==> config.mk <==
export PLATFORM = sky130hd
export DESIGN_NAME = stream_mux_rr_flat
export DESIGN_NICKNAME = d
export VERILOG_FILES = /design/src/rtl/stream_mux_rr_if.sv /design/src/rtl/stream_mux_rr.sv /design/src/flat_wrapper.sv
export SDC_FILE = /design/constraint.sdc
export NUM_CORES = 1
export LEC_CHECK = 0
export BUFFER_PORTS_ARGS = -buffer_cell sky130_fd_sc_hd__buf_2
export CAP_MARGIN = 5
export CORE_UTILIZATION = 41
export DETAILED_ROUTE_END_ITERATION = 10
export PLACE_DENSITY = 0.76
export SYNTH_ARGS = -nofsm -noshare
export SYNTH_HDL_FRONTEND = slang
export SYNTH_SLANG_ARGS = --single-unit
==> constraint.sdc <==
create_clock -name clk -period 1.71 [get_ports clk]
set_clock_uncertainty 0.05 [all_clocks]
set_input_delay 0 -clock clk [delete_from_list [all_inputs] [get_ports clk]]
set_output_delay 0 -clock clk [all_outputs]
set_load 0.01 [all_outputs]
==> src/rtl/stream_mux_rr_if.sv <==
// Stream mux bundle: NCH producer channels in, one registered stream out.
// master drives the producer/consumer side, slave is the mux.
interface stream_mux_rr_if #(
    parameter int unsigned WIDTH = 8,
    parameter int unsigned NCH   = 4
);
    localparam int unsigned SELW = $clog2(NCH);

    logic [NCH*WIDTH-1:0] in_data;
    logic [NCH-1:0]       in_valid;
    logic [NCH-1:0]       in_ready;
    logic                 mode;
    logic [SELW-1:0]      sel;
    logic [WIDTH-1:0]     out_data;
    logic [SELW-1:0]      out_chan;
    logic                 out_valid;
    logic                 out_ready;

    modport master (
        output in_data, in_valid, mode, sel, out_ready,
        input  in_ready, out_data, out_chan, out_valid
    );

    modport slave (
        input  in_data, in_valid, mode, sel, out_ready,
        output in_ready, out_data, out_chan, out_valid
    );
endinterface

==> src/rtl/stream_mux_rr.sv <==
// N-channel registered stream mux: direct select (mode 0) or round-robin (mode 1).
// A single output slot gives one-cycle latency and full throughput.
module stream_mux_rr #(
    parameter int unsigned WIDTH = 8,
    parameter int unsigned NCH   = 4
) (
    input  logic            clk,
    input  logic            rst_n,
    stream_mux_rr_if.slave  bus
);
    localparam int unsigned SELW = $clog2(NCH);

    typedef enum logic {EMPTY = 1'b0, FULL = 1'b1} slot_e;

    slot_e              slot_q, slot_d;
    logic [WIDTH-1:0]   data_q, data_d;
    logic [SELW-1:0]    chan_q, chan_d;
    logic [SELW-1:0]    ptr_q,  ptr_d;

    logic [NCH-1:0]     grant_c;
    logic [NCH-1:0]     in_ready_c;
    logic               load_en_c;
    logic               xfer_c;
    logic               found_c;

    // Grant: direct select, or first valid channel after ptr, wrapping to the start
    always_comb begin
        grant_c = '0;
        found_c = 1'b0;
        if (!bus.mode) begin
            for (int unsigned i = 0; i < NCH; i++) begin
                if (32'(bus.sel) == i) grant_c[i] = bus.in_valid[i];
            end
        end else begin
            for (int unsigned i = 0; i < NCH; i++) begin
                if (!found_c && (i > 32'(ptr_q)) && bus.in_valid[i]) begin
                    grant_c[i] = 1'b1;
                    found_c    = 1'b1;
                end
            end
            for (int unsigned i = 0; i < NCH; i++) begin
                if (!found_c && (i <= 32'(ptr_q)) && bus.in_valid[i]) begin
                    grant_c[i] = 1'b1;
                    found_c    = 1'b1;
                end
            end
        end
    end

    assign load_en_c  = (slot_q == EMPTY) | bus.out_ready;
    assign in_ready_c = grant_c & {NCH{load_en_c & rst_n}};
    assign xfer_c     = |(bus.in_valid & in_ready_c);

    // Slot next state: load replaces (even while draining), drain alone empties
    always_comb begin
        slot_d = slot_q;
        data_d = data_q;
        chan_d = chan_q;
        ptr_d  = ptr_q;
        if (xfer_c) begin
            slot_d = FULL;
            for (int unsigned i = 0; i < NCH; i++) begin
                if (grant_c[i]) begin
                    data_d = bus.in_data[i*WIDTH +: WIDTH];
                    chan_d = SELW'(i);
                    if (bus.mode) ptr_d = SELW'(i);
                end
            end
        end else if ((slot_q == FULL) && bus.out_ready) begin
            slot_d = EMPTY;
        end
    end

    always_ff @(posedge clk or negedge rst_n) begin
        if (!rst_n) begin
            slot_q <= EMPTY;
            data_q <= '0;
            chan_q <= '0;
            ptr_q  <= SELW'(NCH - 1);
        end else begin
            slot_q <= slot_d;
            data_q <= data_d;
            chan_q <= chan_d;
            ptr_q  <= ptr_d;
        end
    end

    assign bus.in_ready  = in_ready_c;
    assign bus.out_valid = (slot_q == FULL);
    assign bus.out_data  = data_q;
    assign bus.out_chan  = chan_q;
endmodule

==> src/flat_wrapper.sv <==
// flat-port wrapper written by rule: the top's interface ports become plain ports
module stream_mux_rr_flat 
#(
    parameter int unsigned WIDTH = 8,
    parameter int unsigned NCH   = 4
)
  (clk, rst_n, bus_in_data, bus_in_valid, bus_mode, bus_sel, bus_out_ready, bus_in_ready, bus_out_data, bus_out_chan, bus_out_valid);
  stream_mux_rr_if #(.WIDTH(WIDTH), .NCH(NCH)) bus_i ();
  input  logic clk;
  input  logic rst_n;
  input wire logic [$bits(bus_i.in_data)-1:0] bus_in_data;
  input wire logic [$bits(bus_i.in_valid)-1:0] bus_in_valid;
  input wire logic [$bits(bus_i.mode)-1:0] bus_mode;
  input wire logic [$bits(bus_i.sel)-1:0] bus_sel;
  input wire logic [$bits(bus_i.out_ready)-1:0] bus_out_ready;
  output wire logic [$bits(bus_i.in_ready)-1:0] bus_in_ready;
  output wire logic [$bits(bus_i.out_data)-1:0] bus_out_data;
  output wire logic [$bits(bus_i.out_chan)-1:0] bus_out_chan;
  output wire logic [$bits(bus_i.out_valid)-1:0] bus_out_valid;
  assign bus_i.in_data = bus_in_data;
  assign bus_i.in_valid = bus_in_valid;
  assign bus_i.mode = bus_mode;
  assign bus_i.sel = bus_sel;
  assign bus_i.out_ready = bus_out_ready;
  assign bus_in_ready = bus_i.in_ready;
  assign bus_out_data = bus_i.out_data;
  assign bus_out_chan = bus_i.out_chan;
  assign bus_out_valid = bus_i.out_valid;
  stream_mux_rr #(.WIDTH(WIDTH), .NCH(NCH)) u_core (.clk(clk), .rst_n(rst_n), .bus(bus_i));
endmodule
After elaboration in Yosys (flattened, before gate mapping). Cells that the tools add are included. W data, S select, Z words.

Output and inout bits: 15. Word-level logic and storage cells: 83. Flip-flop bits (word level): 13. Input port bits: 42.

Bitwise operators: 5. Multiplexer cells: 41. $lt $le $gt $ge: 6. Reduce and logical (&&, ||, !) cells: 24. Equal/unequal tests: 3.

Operators with widths (number): $mux W8 (4); $mux W1 (24); $mux W2 (12); $logic_and A1 B1 Y1 (13); $and A4 B4 Y4 (2); $logic_not A1 Y1 (6); $eq A2 B2 Y1 const B (2); $gt A2 B2 Y1 const A (2); $le A2 B2 Y1 const A (2); $mux W4 (1); $reduce_bool A4 Y1 (1); $reduce_or A4 Y1 (1); $eq A2 B1 Y1 const B (1); $gt A1 B2 Y1 const A (1); $le A1 B2 Y1 const A (1); $logic_not A2 Y1 (1); $reduce_and A2 Y1 (1); $reduce_bool A2 Y1 (1); $and A1 B1 Y1 (1); $not A1 Y1 (1); $or A1 B1 Y1 (1).

Longest topological paths before layout. Gate-level depths: netlist of the first run.

Word-level depth: 40. Mapped depth: 7. Gate-level depth less buffers: 5.

Worst setup path before layout of the first run. OpenSTA, ideal clock, no wires.

Path kind: flip-flop to flip-flop. Start point: register (tool-made name). End point: register u_core.data_q[5] (netlist: u_core.bus.out_data[5]). Path slack: -178 ps. Arrival time: 1696 ps. Period minus slack after synthesis: 1888 ps. Setup time: 141 ps. Buffers on the path: 2. Stages on the path, launching flop included: 8. Data required time: 1519 ps. Path through: dfstp_2 > a21oi_1 > o2111a_1 > buf_6 > or2_0 > buf_6 > o311ai_1 > a32oi_1.

RTL lines: end signal: assignment (line stream_mux_rr.sv:82) `data_q <= data_d;`; end: declaration (line stream_mux_rr.sv:16) `logic [WIDTH-1:0] data_q, data_d;`.

==> reports/qor.yml, run 1 <==
synthFlopType: "dfrtp_1"
dp_cells: 230
finalSetupTns_ns: -3.788
cts.reportedPaths.clkPinSlew_ns: 0.08
start_util: 0.4420
fp.dieH_um: 54.15
final_cell_area_sq_mm: 0.001867
grt_pass1_wl_um: 5609
area_growth_pct: 67.45
synth_enable_flop_cells: 0
critPathArrivalTime_ns: 2.12
worst_r2r_path_depth: 5
port_buffers: 56
antenna_found_initial: 0
slowest_delay_ns: 0.56
cp-start-kind: "flip-flop"
drive_gt1_frac: 0.5880
totalWireLength_um: 4157
core_sq_mm: 0.002522
drc: 0
diodes: 0
finalSetupViolCount: 17
synth_largest_area_cell: "dfrtp_1"
netlist_instances: 128
final_cells: 246
p_sw_frac: 0.3981
synth_seq_area_share: 0.2941
grt_pass1_vias: 1271
nets: 259
first_pass_iters: 4
hp-start: "bus_in_data[25]"
synth_seq_cells: 13
hold_path.class: "primary input to flip-flop"
clock-sinks: 13
drt-initial-drc-count: 64
hold_viol_final: 0
cts-root-buf: "clkbuf_4"
rsz0062_at_grt: "yes"
cts_buffers: 3
ant_nets: 0
regToRegEndpoint: "u_core.bus.out_data[6]"
p_per_area_mw_per_mm2: 1132
power_frac_seq: 0.266
hold_depth: 3
crit_fanout: 7
pin_count: 57
grt_usage: 0.2669
syn_nets: 170
whs_endpoint: "u_core.bus.out_data[1]"
syn_avg_cell_area_sq_um: 8.710
synth_top_cells_by_count: "a21oi_1 (11), dfrtp_1 (11), inv_1 (11)"
finalCritPeriodShare: 1.194
path_class: "flip-flop to flip-flop"
ir_drop_v: 0.0008700
slew_headroom: 0.7048
crit_slowest_cell: "dfstp_2"
max-clock-path-buffers: 2
fp.dieW_um: 54.15
htreeDepth: 1
combPwrFrac: 0.647
end_kind: "flip-flop"
yosysWarnings: 0
period_needed_ns: 2.041
drv_cap: 0
violations: "negative setup slack"
grt_max_degree: 17
vias_per_cell: 5.931
clockPowerShare: 0.087
path_cells: "o21ai_1, a311o_2, and3_2, o311ai_2, a32oi_2"
async_flop_share: 1.000
yosysTopAreaCellShare: 0.2469
worstPathRequired_ns: 1.79
synthesis.area_sq_mm: 0.001115
ys_top_cells_by_area: "dfrtp_1 (25%), a32oi_1 (6.3%), o311ai_1 (6.3%)"
p_int_w: 0.001272
dpl_cell_area_sq_mm: 0.001577
clock_latency_ns: 0.26
cts_tree: "yes"
p_leak_nw: 0.9246
num_vias: 1459
n_fill_cell: 171
fin_util: 0.7401
dp_hpwl_um: 2750
slew_viol_final: 0
place_congestion: 0.9318
yosys.cell_types.count: 37
status: "finished with violations"
fmax_ghz: 0.4898
r2r_setup_slack_ns: -0.33
dp_slack_ns: -0.4210
worstMarginPinSlew_ns: 0.4427
setup_ws_ns: -0.3314
row_count: 18
routedWlPerCell_um: 16.90
p_sw_w: 0.0008415
grt-ovfl-total: 0
dieArea_sq_mm: 0.002932
[critical path, delay by kind of cell, from the launching register on]
family	cells	cell delay (ns)
simple gates	1	0.24
flops	1	0.56
compound gates	4	1.04
[power by group through the flow]
stage	logic, W	clock network, W	registers, W
after floorplan	0.000502	0	0.000629
after global placement	0.000980	0	0.000557
after detailed placement	0.00100	0	0.000560
after CTS	0.00122	0.000187	0.000556
after global routing	0.00145	0.000204	0.000576
final	0.00137	0.000185	0.000562
[stage by stage]
step | hold slack, ns | power (W)
6_report | 0.01699 | 0.002114
4_1_cts | 0.01787 | 0.001967
2_1_floorplan | -0.3456 | 0.001131
3_3_place_gp | -0.09145 | 0.001537
3_5_place_dp | -0.08881 | 0.001564
5_1_grt | 0.01786 | 0.002231
[placed cells by master, fill, tap and decap left out, drive strengths merged]
cell type | synthesis | final
a21boi | 8 | 8
a21o | 1 | 1
a21oi | 11 | 11
a22o | 1 | 1
a311o | 2 | 3
a311oi | 1 | 1
a32oi | 8 | 8
a41o | 1 | 1
a41oi | 1 | 1
and2 | 1 | 1
and2b | 1 | 1
and3 | 8 | 8
buf | 5 | 89
clkbuf | 3 | 4
dfrtp | 11 | 11
dfstp | 2 | 2
dlygate4sd3 | 0 | 2
inv | 11 | 11
mux2 | 2 | 2
nand2 | 7 | 7
nand2b | 4 | 4
nand4 | 2 | 2
nor2 | 5 | 5
nor2b | 2 | 2
nor3 | 4 | 4
nor4b | 1 | 1
o2111a | 1 | 1
o21a | 2 | 2
o21ai | 3 | 3
o21bai | 9 | 9
o311ai | 8 | 8
o32a | 1 | 1
or2 | 1 | 1
[logic make-up (layout without fill, tap and decap cells)]
family / Yosys count / count (layout) / share of synthesized area
AOI/OAI and AO/OA: 58 / 59 / 0.3984
buffers and inverters: 19 / 106 / 0.09315
DFF: 13 / 13 / 0.2940
muxes: 2 / 2 / 0.02020
and+or+nand+nor: 36 / 36 / 0.1942
[worst max-delay path by stage]
stage	from	end	slack [ns]	cells past startpoint
6_report	flip-flop	u_core.bus.out_data[6]	-0.33	5
5_1_grt	flip-flop	u_core.bus.out_data[6]	-0.39	5
4_1_cts	flip-flop	flip-flop	-0.26	6
3_5_place_dp	flip-flop	u_core.bus.out_data[6]	-0.42	5
3_3_place_gp	flip-flop	u_core.bus.out_data[0]	-0.35	5
2_1_floorplan	flip-flop	u_core.bus.out_data[5]	-0.17	6
[layout make-up]
class / count / area (sq um) / area share
Clock buffer: 4 / 26.28 / 0.01408
Inverter: 11 / 41.29 / 0.02212
Multi-Input combinational cell: 97 / 845.8 / 0.4531
Sequential cell: 13 / 327.8 / 0.1756
Tap cell: 30 / 37.54 / 0.02011
Timing Repair Buffer: 91 / 588.1 / 0.3150
[routing by layer]
| metal | vias up | global-route usage | part of all wire |
|---|---|---|---|
| li1 | 675 | - | - |
| met1 | 706 | 0.3442 | 0.41 |
| met2 | 64 | 0.4512 | 0.50 |
| met3 | 14 | 0.02542 | 0.061 |
| met4 | 0 | 0.1068 | 0.025 |
| met5 | - | 0 | 0 |
[what timing repair did]
| item | CTS | global route |
|---|---|---|
| buffers inserted | 7 | 1 |
| cloned | 2 | 0 |
| pin swaps | 5 | 12 |
| setup endpoints to repair | 17 | 17 |
| gates resized for setup | 22 | 10 |
| hold endpoints to repair | 14 | 0 |
| hold buffers | 2 | 0 |
Power figures use the tool's default switching activity.
==> run 2, diff against run 1 <==
--- a/config.mk
+++ b/config.mk
@@ -7,9 +7,9 @@
 export LEC_CHECK = 0
 export BUFFER_PORTS_ARGS = -buffer_cell sky130_fd_sc_hd__buf_2
 export CAP_MARGIN = 5
-export CORE_UTILIZATION = 41
+export CORE_UTILIZATION = 49
 export DETAILED_ROUTE_END_ITERATION = 10
-export PLACE_DENSITY = 0.76
+export PLACE_DENSITY = 0.85
 export SYNTH_ARGS = -nofsm -noshare
 export SYNTH_HDL_FRONTEND = slang
 export SYNTH_SLANG_ARGS = --single-unit
==> constraint.sdc (replaced) <==
create_clock -name clk -period 2.6 [get_ports clk]
set_clock_uncertainty 0.05 [all_clocks]
set_input_delay 0 -clock clk [delete_from_list [all_inputs] [get_ports clk]]
set_output_delay 0 -clock clk [all_outputs]
set_load 0.01 [all_outputs]
==> reports/qor.yml, run 2 (synthesis gave the netlist of run 1 again) <==
status: "finished with violations"
violations: "negative hold slack"
drt-initial-drc-count: 23
first_pass_iters: 4
regToRegEndpoint: "u_core.bus.out_data[6]"
p_int_w: 0.0006121
drv_cap: 0
ir_drop_v: 0.0005731
p_per_area_mw_per_mm2: 736.5
slew_headroom: 0.5999
finalSetupViolCount: 0
fin_util: 0.7040
grt_max_degree: 18
antenna_found_initial: 0
worst_hold_slack_ns: -0.0001119
clockPowerShare: 0.127
ant_nets: 0
p_sw_w: 0.0004467
start_util: 0.5460
place_congestion: 0.9185
max-clock-path-buffers: 2
cts_buffers: 3
cts_resized: 0
grt_pass1_wl_um: 5271
slew_viol_final: 0
whs_endpoint: "u_core.bus.out_data[1]"
fp.dieH_um: 49.70
critPathArrivalTime_ns: 2.41
finalSetupTns_ns: 0
diodes: 0
clock_latency_ns: 0.29
cts_tree: "yes"
r2r_setup_slack_ns: 0.35
rsz0062_at_grt: "no"
p_leak_nw: 0.7408
fp.dieW_um: 49.70
post-cts-setup-buffers: 0
area_growth_pct: 28.96
grt_usage: 0.2835
hp-start: "bus_in_data[25]"
grt_pass1_vias: 1243
hold_path.class: "primary input to flip-flop"
finalCritPeriodShare: 0.8672
totalWireLength_um: 3312
layout_commonest_cell: "buf_2"
drc: 0
power_frac_seq: 0.371
hold_depth: 3
worstPathRequired_ns: 2.76
grt-ovfl-total: 0
vias_per_cell: 5.995
crit_fanout: 17
cts-root-buf: "clkbuf_4"
nets: 228
hold_buffers: 3
cp-start-kind: "flip-flop"
routedWlPerCell_um: 15.62
worstMarginPinSlew_ns: 0.6002
cts.reportedPaths.clkPinSlew_ns: 0.08
htreeDepth: 1
combPwrFrac: 0.503
clock-sinks: 13
row_count: 16
period_needed_ns: 2.255
worst_r2r_path_depth: 6
dieArea_sq_mm: 0.002470
final_cell_mix: "buf_2 (56), inv_1 (11), a21oi_1 (11), dfrtp_1 (11), o21bai_1 (9)"
fmax_ghz: 0.4435
end_kind: "flip-flop"
num_vias: 1271
pin_count: 57
port_buffers: 56
hold_viol_final: 1
path_class: "flip-flop to flip-flop"
drive_gt1_frac: 0.4054
core_sq_mm: 0.002042
p_sw_frac: 0.4219
dp_hpwl_um: 2551
run 2: cell types whose count changed in the layout (fill, tap and decap cells not counted), moves of 3 or more:
cell | before | now
buf_4 | 24 | 2
buf_6 | 10 | 0
o311ai_1 | 3 | 8
o311ai_2 | 4 | 0
a32oi_1 | 5 | 8
a32oi_2 | 3 | 0
o21bai_1 | 6 | 9
run 2: per-layer routing:
layer / share of wire / vias up / track usage
met4: 0.031 / 0 / 0.1286
met3: 0.065 / 15 / 0.07407
met1: 0.40 / 585 / 0.3069
li1: - / 605 / -
met5: 0 / - / 0
met2: 0.51 / 66 / 0.5090
run 2: worst max-delay path by stage:
stage,slack [ns],endpoint,cells after the start,startpoint
6_report,0.35,u_core.bus.out_data[6],6,flip-flop
5_1_grt,0.20,u_core.bus.out_data[5],6,flip-flop
4_1_cts,0.36,u_core.bus.out_data[7],5,flip-flop
3_5_place_dp,0.38,u_core.bus.out_data[7],5,flip-flop
3_3_place_gp,0.50,flip-flop,5,flip-flop
2_1_floorplan,0.71,u_core.bus.out_data[5],7,flip-flop
run 2: through the flow:
stage	hold WS [ns]	std cells	area [sq um]	worst slack [ns]	total power [W]
floorplan	-0.3456	128	1115	0.7124	0.0007274
global placement	-0.1435	205	1381	0.4955	0.0008910
detailed placement	-0.1311	205	1381	0.3828	0.0009158
CTS	0.001933	212	1438	0.3579	0.001053
global route	0.01778	212	1438	0.1992	0.001131
finish	-0.0001119	212	1438	0.3452	0.001059
run 2: cell type report:
class / count / area, sq um
multi-input combinational: 96 / 683.2
tap: 27 / 33.78
fill: 181 / 604.3
inverter: 11 / 41.29
timing repair buffer: 61 / 325.3
clock buffer: 4 / 26.28
sequential: 13 / 327.8
run 2: power by group through the flow:
stage | sequential, W | clock [W] | combinational, W
after floorplan | 0.000412 | 0 | 0.000315
after global placement | 0.000381 | 0 | 0.000510
after detailed placement | 0.000388 | 0 | 0.000528
after CTS | 0.000386 | 0.000135 | 0.000531
after global routing | 0.000404 | 0.000144 | 0.000584
final | 0.000392 | 0.000134 | 0.000532
run 2: worst max-delay path, cell delays in order, from the launching register on:
cell and delay [ns]:
dfstp_2 0.62, nand2b_1 0.13, a311o_1 0.49, nand2_1 0.24, a41o_1 0.32, buf_4 0.19, a32oi_1 0.15
==> run 3, diff against run 2 <==
--- a/config.mk
+++ b/config.mk
@@ -9,7 +9,8 @@
 export CAP_MARGIN = 5
 export CORE_UTILIZATION = 49
 export DETAILED_ROUTE_END_ITERATION = 10
-export PLACE_DENSITY = 0.85
+export PLACE_DENSITY = 0.94
+export REMOVE_ABC_BUFFERS = 1
 export SYNTH_ARGS = -nofsm -noshare
 export SYNTH_HDL_FRONTEND = slang
 export SYNTH_SLANG_ARGS = --single-unit
==> reports/qor.yml, run 3 (synthesis gave the netlist of run 1 again) <==
status: "complete, no violations"
crit_slowest_cell: "dfstp_2"
seq_area_sq_um: 327.8
pin_count: 57
grt_usage: 0.2523
start_util: 0.5460
cts.reportedPaths.clkPinSlew_ns: 0.08
fin_util: 0.6991
port_buffers: 56
antenna_found_initial: 0
grt_max_degree: 18
end_kind: "flip-flop"
row_count: 16
drive_gt1_frac: 0.4076
post-cts-setup-buffers: 0
whs_endpoint: "u_core.bus.out_data[6]"
dieArea_sq_mm: 0.002470
layout_commonest_cell: "buf_2"
slew_headroom: 0.6015
p_sw_w: 0.0004310
grt_pass1_vias: 1117
first_pass_iters: 4
clockPowerShare: 0.123
hold_viol_final: 0
cts_buffers: 3
fmax_ghz: 0.4450
max-clock-path-buffers: 2
path_cells: "a21oi_1, o2111a_1, nor2_2, a41o_1, mux2_2"
power_frac_seq: 0.367
ir_drop_v: 0.0004882
core_sq_mm: 0.002042
p_int_w: 0.0006136
period_needed_ns: 2.247
area_growth_pct: 28.06
cts_resized: 0
vias_per_cell: 5.900
slowest_delay_ns: 0.61
worstPathRequired_ns: 2.72
r2r_setup_slack_ns: 0.35
slew_viol_final: 0
finalCritPeriodShare: 0.8643
grt_pass1_wl_um: 4761
grt-ovfl-total: 0
cts_tree: "yes"
combPwrFrac: 0.510
p_per_area_mw_per_mm2: 731.7
clock-sinks: 13
totalWireLength_um: 2981
nets: 227
dpl_cell_area_sq_mm: 0.001381
hold_depth: 3
drv_cap: 0
worst_r2r_path_depth: 5
p_sw_frac: 0.4126
clock_latency_ns: 0.28
diodes: 0
fp.dieW_um: 49.70
critPathArrivalTime_ns: 2.36
rsz0062_at_grt: "no"
hp-start: "bus_in_data[30]"
fp.dieH_um: 49.70
place_congestion: 0.8720
htreeDepth: 1
final_cell_area_sq_mm: 0.001428
ant_nets: 0
final_cell_mix: "buf_2 (56), inv_1 (11), a21oi_1 (11), dfrtp_1 (11), o21bai_1 (9)"
n_fill_cell: 183
finalSetupTns_ns: 0
p_leak_nw: 0.7366
cts-root-buf: "clkbuf_4"
crit_family: "compound AO/OA/AOI/OAI gates"
multi_input_area_sq_um: 683.2
routedWlPerCell_um: 14.13
worstMarginPinSlew_ns: 0.5977
regToRegEndpoint: "u_core.bus.out_chan[0]"
drt-initial-drc-count: 36
critical_path_buf_inv_count: 0
drc: 0
crit_fanout: 12
dp_hpwl_um: 2339
finalSetupViolCount: 0
num_vias: 1245
hold_path.class: "primary input to flip-flop"
cp-start-kind: "flip-flop"
path_class: "flip-flop to flip-flop"
run 3: worst register-to-register path, delay by kind of cell (launching register included):
family | cells | cell delay [ns]
AOI/OAI and AO/OA | 3 | 0.87
DFF | 1 | 0.61
muxes | 1 | 0.39
and+or+nand+nor | 1 | 0.21
run 3: worst max-delay path by stage:
| stage | from | endpoint | slack (ns) | cells past startpoint |
|---|---|---|---|---|
| final | flip-flop | u_core.bus.out_chan[0] | 0.35 | 5 |
| after global routing | flip-flop | u_core.bus.out_chan[0] | 0.21 | 5 |
| after CTS | flip-flop | u_core.bus.out_chan[0] | 0.36 | 5 |
| after detailed placement | flip-flop | u_core.bus.out_chan[0] | 0.38 | 5 |
| after global placement | flip-flop | u_core.bus.out_chan[0] | 0.45 | 5 |
| after floorplan | flip-flop | u_core.bus.out_chan[0] | 0.44 | 5 |
run 3: area by class of cell:
type,instances,area share
multi-input combinational,96,0.4785
sequential,13,0.2296
timing repair buffer,60,0.2209
inverter,11,0.02892
tap,27,0.02366
clock buffer,4,0.01840
run 3: through the flow:
step / total power [W] / hold WS, ns / setup WS, ns / std cells
after detailed placement: 0.0009129 / -0.1407 / 0.3784 / 205
after CTS: 0.001045 / 0.01074 / 0.3554 / 211
after global routing: 0.001113 / 0.03884 / 0.2088 / 211
after global placement: 0.0008852 / -0.1493 / 0.4462 / 205
after floorplan: 0.0006979 / -0.3456 / 0.4389 / 120
final: 0.001045 / 0.01165 / 0.3527 / 211
run 3: layer usage:
metal	up-vias	wire, um	GRT usage
li1	605	-	-
met3	9	196	0.04630
met4	0	84	0.1095
met2	68	1441	0.4212
met5	-	0	0
met1	563	1258	0.3152
run 3: repair_timing:
item / 4_1_cts / 5_1_grt
setup endpoints to repair: 0 / 0
hold endpoints to repair: 14 / 0
hold buffers: 2 / 0
run 3: power groups by stage:
| stage | sequential, W | combinational, W | clock (W) |
|---|---|---|---|
| floorplan | 0.000412 | 0.000286 | 0 |
| global placement | 0.000379 | 0.000506 | 0 |
| detailed placement | 0.000384 | 0.000529 | 0 |
| CTS | 0.000383 | 0.000533 | 0.000129 |
| global route | 0.000399 | 0.000579 | 0.000135 |
| finish | 0.000383 | 0.000532 | 0.000129 |
